`src/rtl/dds_sweep_seq.sv`:
```
// dds_sweep_seq
//   Frequency-sweep sequencer feeding the DDS frequency control word and enable.
//   Steps through a latched list of equally spaced frequency points, holding
//   each for a programmed dwell. It supports sawtooth/triangle sweeps,
//   repeated passes, hold (pause) and abort.
// Ports
//   clk, rst_n        : clock, synchronous active-low reset
//   start/abort/hold  : control (start pulse, abort, dwell freeze)
//   f_start, f_step   : first frequency word, per-point increment (mod 2^FREQ_W)
//   n_points, dwell   : points per pass, cycles per point (0 treated as 1)
//   n_passes          : pass count (0 = until abort)
//   tri_mode          : 0 sawtooth, 1 triangle
//   phase_rst         : drop dds_en for the first cycle of each pass after the first
//   freq_out, dds_en  : to DDS
//   busy, step_strobe, cur_point, done, aborted : status
module dds_sweep_seq #(
  parameter int unsigned FREQ_W  = 32,
  parameter int unsigned DWELL_W = 32,
  parameter int unsigned CNT_W   = 16
) (
  input  logic               clk,
  input  logic               rst_n,
  input  logic               start,
  input  logic               abort,
  input  logic               hold,
  input  logic [FREQ_W-1:0]  f_start,
  input  logic [FREQ_W-1:0]  f_step,
  input  logic [CNT_W-1:0]   n_points,
  input  logic [DWELL_W-1:0] dwell,
  input  logic [CNT_W-1:0]   n_passes,
  input  logic               tri_mode,
  input  logic               phase_rst,
  output logic [FREQ_W-1:0]  freq_out,
  output logic               dds_en,
  output logic               busy,
  output logic               step_strobe,
  output logic [CNT_W-1:0]   cur_point,
  output logic               done,
  output logic               aborted
);

  typedef enum logic [1:0] {S_IDLE, S_RUN, S_FINISH} state_e;

  state_e             state_q, state_d;
  logic [FREQ_W-1:0]  freq_q, freq_d;
  logic               dds_en_q, dds_en_d;
  logic               busy_q, busy_d;
  logic               step_q, step_d;
  logic [CNT_W-1:0]   point_q, point_d;
  logic               done_q, done_d;
  logic               aborted_q, aborted_d;
  logic               dir_up_q, dir_up_d;
  logic [DWELL_W-1:0] dwell_cnt_q, dwell_cnt_d;
  logic [CNT_W-1:0]   pass_cnt_q, pass_cnt_d;

  // Configuration captured on an accepted start
  logic [FREQ_W-1:0]  f_start_q, f_start_d;
  logic [FREQ_W-1:0]  f_step_q, f_step_d;
  logic [CNT_W-1:0]   last_pt_q, last_pt_d;
  logic [DWELL_W-1:0] dwell_len_q, dwell_len_d;
  logic [CNT_W-1:0]   n_passes_q, n_passes_d;
  logic               tri_q, tri_d;
  logic               phase_rst_q, phase_rst_d;

  logic               at_pass_end;
  logic [CNT_W-1:0]   pass_next;

  assign at_pass_end = dir_up_q ? (point_q == last_pt_q) : (point_q == '0);
  assign pass_next   = pass_cnt_q + CNT_W'(1);

  always_comb begin
    state_d     = state_q;
    freq_d      = freq_q;
    dds_en_d    = dds_en_q;
    busy_d      = busy_q;
    step_d      = 1'b0;
    point_d     = point_q;
    done_d      = 1'b0;
    aborted_d   = 1'b0;
    dir_up_d    = dir_up_q;
    dwell_cnt_d = dwell_cnt_q;
    pass_cnt_d  = pass_cnt_q;
    f_start_d   = f_start_q;
    f_step_d    = f_step_q;
    last_pt_d   = last_pt_q;
    dwell_len_d = dwell_len_q;
    n_passes_d  = n_passes_q;
    tri_d       = tri_q;
    phase_rst_d = phase_rst_q;

    case (state_q)
      S_IDLE: begin
        if (start && !abort) begin
          f_start_d   = f_start;
          f_step_d    = f_step;
          last_pt_d   = (n_points == '0) ? '0 : n_points - CNT_W'(1);
          dwell_len_d = (dwell == '0) ? DWELL_W'(1) : dwell;
          n_passes_d  = n_passes;
          tri_d       = tri_mode;
          phase_rst_d = phase_rst;
          freq_d      = f_start;
          point_d     = '0;
          dir_up_d    = 1'b1;
          dwell_cnt_d = (dwell == '0) ? DWELL_W'(1) : dwell;
          pass_cnt_d  = '0;
          busy_d      = 1'b1;
          dds_en_d    = 1'b1;
          step_d      = 1'b1;
          state_d     = S_RUN;
        end
      end

      S_RUN: begin
        if (abort) begin
          state_d   = S_IDLE;
          dds_en_d  = 1'b0;
          busy_d    = 1'b0;
          aborted_d = 1'b1;
        end else begin
          // Re-asserted every cycle so a phase-reset drop lasts exactly one cycle
          dds_en_d = 1'b1;
          if (!hold) begin
            if (dwell_cnt_q == DWELL_W'(1)) begin
              dwell_cnt_d = dwell_len_q;
              if (!at_pass_end) begin
                point_d = dir_up_q ? point_q + CNT_W'(1) : point_q - CNT_W'(1);
                freq_d  = dir_up_q ? freq_q + f_step_q : freq_q - f_step_q;
                step_d  = 1'b1;
              end else begin
                pass_cnt_d = pass_next;
                if ((n_passes_q != '0) && (pass_next == n_passes_q)) begin
                  state_d  = S_FINISH;
                  dds_en_d = 1'b0;
                  busy_d   = 1'b0;
                  done_d   = 1'b1;
                end else begin
                  step_d   = 1'b1;
                  dds_en_d = !phase_rst_q;
                  if (tri_q) begin
                    // Turning point is re-entered in place, so it is dwelt twice
                    dir_up_d = !dir_up_q;
                  end else begin
                    point_d = '0;
                    freq_d  = f_start_q;
                  end
                end
              end
            end else begin
              dwell_cnt_d = dwell_cnt_q - DWELL_W'(1);
            end
          end
        end
      end

      S_FINISH: state_d = S_IDLE;

      default: state_d = S_IDLE;
    endcase
  end

  always_ff @(posedge clk) begin
    if (!rst_n) begin
      state_q     <= S_IDLE;
      freq_q      <= '0;
      dds_en_q    <= 1'b0;
      busy_q      <= 1'b0;
      step_q      <= 1'b0;
      point_q     <= '0;
      done_q      <= 1'b0;
      aborted_q   <= 1'b0;
      dir_up_q    <= 1'b1;
      dwell_cnt_q <= '0;
      pass_cnt_q  <= '0;
      f_start_q   <= '0;
      f_step_q    <= '0;
      last_pt_q   <= '0;
      dwell_len_q <= '0;
      n_passes_q  <= '0;
      tri_q       <= 1'b0;
      phase_rst_q <= 1'b0;
    end else begin
      state_q     <= state_d;
      freq_q      <= freq_d;
      dds_en_q    <= dds_en_d;
      busy_q      <= busy_d;
      step_q      <= step_d;
      point_q     <= point_d;
      done_q      <= done_d;
      aborted_q   <= aborted_d;
      dir_up_q    <= dir_up_d;
      dwell_cnt_q <= dwell_cnt_d;
      pass_cnt_q  <= pass_cnt_d;
      f_start_q   <= f_start_d;
      f_step_q    <= f_step_d;
      last_pt_q   <= last_pt_d;
      dwell_len_q <= dwell_len_d;
      n_passes_q  <= n_passes_d;
      tri_q       <= tri_d;
      phase_rst_q <= phase_rst_d;
    end
  end

  assign freq_out    = freq_q;
  assign dds_en      = dds_en_q;
  assign busy        = busy_q;
  assign step_strobe = step_q;
  assign cur_point   = point_q;
  assign done        = done_q;
  assign aborted     = aborted_q;

endmodule

```
`config.mk`:
```
export PLATFORM = sky130hd
export DESIGN_NAME = dds_sweep_seq
export DESIGN_NICKNAME = d
export VERILOG_FILES = /design/src/rtl/dds_sweep_seq.sv
export SDC_FILE = /design/constraint.sdc
export NUM_CORES = 1
export LEC_CHECK = 0
export CAP_MARGIN = 5
export CORE_MARGIN = 2
export CORE_UTILIZATION = 35
export CTS_CLUSTER_SIZE = 16
export DETAILED_ROUTE_END_ITERATION = 12
export GPL_ROUTABILITY_DRIVEN = 0
export PLACE_DENSITY = 0.61
export SLEW_MARGIN = 40
export SYNTH_ARGS = -nofsm -noshare
export SYNTH_HDL_FRONTEND = slang
export SYNTH_SLANG_ARGS = --single-unit
```
`constraint.sdc`:
```
create_clock -name clk -period 5.4 [get_ports clk]
set_clock_uncertainty 0.2 [all_clocks]
set_input_delay 1.62 -clock clk [delete_from_list [all_inputs] [get_ports clk]]
set_output_delay 1.62 -clock clk [all_outputs]
set_load 0.05 [all_outputs]
```
==> flow_metrics.env <==
export IMPL_hp_start="dwell_len_q[2]$_SDFFE_PN0P_"
export IMPL_syn_area_um2=14190
export IMPL_grt_max_degree=114
export IMPL_holdWs_ns=0.2515
export IMPL_grt_overflow_total=0
export IMPL_cap_viol_max_count=0
export IMPL_period_share_pct=85.87
export IMPL_worstSkewPairLatency_ns=0.56
export IMPL_io_pins=188
export IMPL_tritoncts="done"
export IMPL_async_flop_share_pct=0
export IMPL_layout_commonest_cell="nand2_1"
export IMPL_postCtsHoldBufs=0
export IMPL_die_y_um=205.4
export IMPL_wl_met1_um=20200
export IMPL_start_kind="flip-flop"
export IMPL_wirelength_um=45430
export IMPL_fmaxAchievable_ghz=0.2157
export IMPL_antenna_found_initial=1
export IMPL_rr_startpoint="f_step_q[3]$_SDFFE_PN0P_"
export IMPL_vdd_drop_max_mv=0.2427
export IMPL_syn_num_nets=2100
export IMPL_wire_per_inst_um=17.71
export IMPL_r2r_cells=18
export IMPL_total_leakage_power_nw=6.651
export IMPL_num_rows=73
export IMPL_dr_wl_met3_um=2658
export IMPL_r2r_slack_ns=0.76
export IMPL_rsz0062_at_grt="no"
export IMPL_grt_usage_pct=20.97
export IMPL_route_met2_wl_um=21270
export IMPL_cts_buffer_depth=3
export IMPL_synthToLayoutAreaGrowth_pct=22.59
export IMPL_ys_warn_count=0
export IMPL_hold_depth=2
export IMPL_ys_types=73
export IMPL_synth_flop_cell="dfxtp_1"
export IMPL_setup_violations=0
export IMPL_post_synth_cell_area_avg_um2=7.438
export IMPL_vias=14160
export IMPL_crit_arrival_ns=4.90
export IMPL_cts_root_buf="clkbuf_16"
export IMPL_port_buffers=187
export IMPL_crit_fanout=8
export IMPL_final_hold_viol_count=0
export IMPL_final_cell_mix="nand2_1 (322), a21oi_1 (260), dfxtp_1 (234), nor2_1 (190), clkdlybuf4s50_1 (186)"
export IMPL_synthCells=1908
export IMPL_h_tree_depth=1
export IMPL_cts_setup_buffers=0
export IMPL_grt_pass1_wl_um=71870
export IMPL_clk_pin_slew_ns=0.06
export IMPL_yosys_register_bits=234
export IMPL_status="completed"
export IMPL_drtAntennaViolNets=0
export IMPL_crit_required_ns=5.67
export IMPL_powerDensity_nw_per_um2=270.6
export IMPL_final_nets=2212
export IMPL_worstHoldEndpoint="dwell_len_q[2]$_SDFFE_PN0P_"
export IMPL_ys_seq_area_share_pct=33.01
export IMPL_dieWidth_um=205.4
export IMPL_drt_pass1_iterations=5
export IMPL_cts_buffers=28
export IMPL_drive_gt1_share_pct=4.414
export IMPL_initial_core_util_pct=35.55
export IMPL_dp_hpwl_um=31650
export IMPL_tightest_slew_ns=0.7295
export IMPL_rr_endpoint="freq_out[30]$_SDFFE_PN0P_"
export IMPL_slew_headroom_pct=51.37
export IMPL_dieArea_um2=42170
export IMPL_core_area_um2=39910
export IMPL_route_detailed_drc=0
export IMPL_vias_per_cell=5.519
export IMPL_hp_class="reg -> reg"
export IMPL_worstSetupEndpointType="flip-flop"
export IMPL_highest_signal_layer="met4"
export IMPL_maxSlewViolCount=0
export IMPL_first_iter_violations=920
export IMPL_crit_type="reg -> reg"
export IMPL_min_period_ns=4.637
export IMPL_grt_pass1_vias=13580
export IMPL_synth_edf_count=0
export IMPL_ctsResizeCount=0
export IMPL_final_setup_tns_ns=0
export IMPL_cts_sinks=234
==> stage by stage <==
step | cells | setup slack [ns] | power (mW) | area [um2] | utilization, %
after global placement | 2515 | 0.8215 | 2.779 | 16430 | 41.17
final | 2565 | 0.7631 | 4.708 | 17400 | 43.58
after floorplan | 1908 | 1.004 | 2.468 | 14190 | -
after global routing | 2565 | 0.3980 | 4.903 | 17400 | 43.58
after CTS | 2564 | 0.7849 | 4.751 | 17390 | 43.57
after detailed placement | 2515 | 0.7897 | 2.793 | 16450 | 41.20
==> cell usage after synthesis (8+ instances only) <==
library cell / count / area share, %
nand2_1: 323 / 8.5
a21oi_1: 260 / 9.2
dfxtp_1: 234 / 33
nor2_1: 192 / 5.1
clkbuf_1: 107 / 2.8
o21ai_0: 74 / 2.6
xnor2_1: 72 / 4.4
xor2_1: 63 / 3.9
nor3_1: 62 / 2.2
ha_1: 55 / 4.8
a211oi_1: 39 / 2.1
nor4_1: 34 / 1.5
inv_1: 33 / 0.87
nand3_1: 28 / 0.99
and3_1: 22 / 0.97
a22oi_1: 20 / 1.1
a21o_1: 19 / 1.0
a211o_1: 17 / 1.0
nand2b_1: 16 / 0.71
nand4_1: 16 / 0.71
a221oi_1: 15 / 0.93
o31ai_1: 15 / 0.79
or3_1: 15 / 0.66
mux2i_1: 14 / 0.99
o211ai_1: 13 / 0.69
or4_1: 13 / 0.69
a31oi_1: 10 / 0.44
nor2b_1: 9 / 0.40
and2_1: 8 / 0.35
buf_1: 8 / 0.21
o21a_1: 8 / 0.42
==> how the worst max path moves through the flow <==
stage,from,endpoint,depth (start not counted)
final,f_step_q[3]$_SDFFE_PN0P_,freq_out[30]$_SDFFE_PN0P_,18
after CTS,f_step_q[3]$_SDFFE_PN0P_,freq_out[31]$_SDFFE_PN0P_,19
after global placement,n_points[8],last_pt_q[12]$_SDFFE_PN0P_,9
after floorplan,f_step_q[3]$_SDFFE_PN0P_,freq_out[30]$_SDFFE_PN0P_,18
after global routing,f_step_q[3]$_SDFFE_PN0P_,freq_out[31]$_SDFFE_PN0P_,19
after detailed placement,n_points[8],last_pt_q[8]$_SDFFE_PN0P_,9
==> per-layer routing <==
layer / up-vias / global-route usage, %
li1: 7005 / -
met1: 6668 / 27.37
met2: 413 / 36.18
met3: 71 / 2.518
met4: 0 / 6.166
met5: - / 0
==> critical path: stages, from the launching register on <==
cell and delay [ns]:
dfxtp_1 0.35, or3_1 0.40, or2_2 0.33, or3_1 0.34
or2_2 0.32, nor3_1 0.15, buf_4 0.18, a21oi_1 0.08
xor2_1 0.16, ha_1 0.43, nand2_1 0.12, o21ai_0 0.23
a21oi_1 0.09, o21ai_0 0.26, nor3_1 0.07, a211oi_1 0.31
xnor2_1 0.12, o211a_1 0.21, o31ai_1 0.21
==> sequential cells by signal, indices dropped and copies added (netlist names) <==
signal       count
dds_en           1
pass_cnt_q      16
freq_out        32
aborted          1
dwell_len_q     32
step_strobe      1
phase_rst_q      1
dwell_cnt_q     32
done             1
state_q          2
n_passes_q      16
cur_point       16
last_pt_q       16
f_start_q       32
busy             1
tri_q            1
f_step_q        32
dir_up_q         1
==> report_power, final <==
part	leakage, nW	internal, mW	switching [mW]	total (mW)
logic	4.28	0.348	0.523	0.871
registers	1.91	1.81	0.0805	1.89
clock network	0.466	1.16	0.786	1.95
total	6.65	3.32	1.39	4.71
==> kinds of logic (layout without fill, tap and decap cells) <==
family                   count (synthesis)  count (layout)  synth area share [%]
multiplexers                            16              16                 1.146
XOR/XNOR                               135             135                 8.332
AND/OR/NAND/NOR                        769             769                 24.71
AO/OA/AOI/OAI                          543             543                 23.48
adder cells (fa/ha/maj)                 57              57                 5.131
flip-flops                             234             234                 33.01
buffers and inverters                  154             285                 4.188
other                                    0               1                     0
==> area by class of cell <==
type / count / area, um2
antenna: 1 / 2.502
inverter: 33 / 128.9
sequential: 234 / 4684
fill: 4038 / 22520
multi-input combinational: 1520 / 8951
clock inverter: 13 / 165.2
timing repair buffer: 203 / 2027
tap: 525 / 656.9
clock buffer: 36 / 780.7
Note: power is estimated with default switching activity, not from simulation.
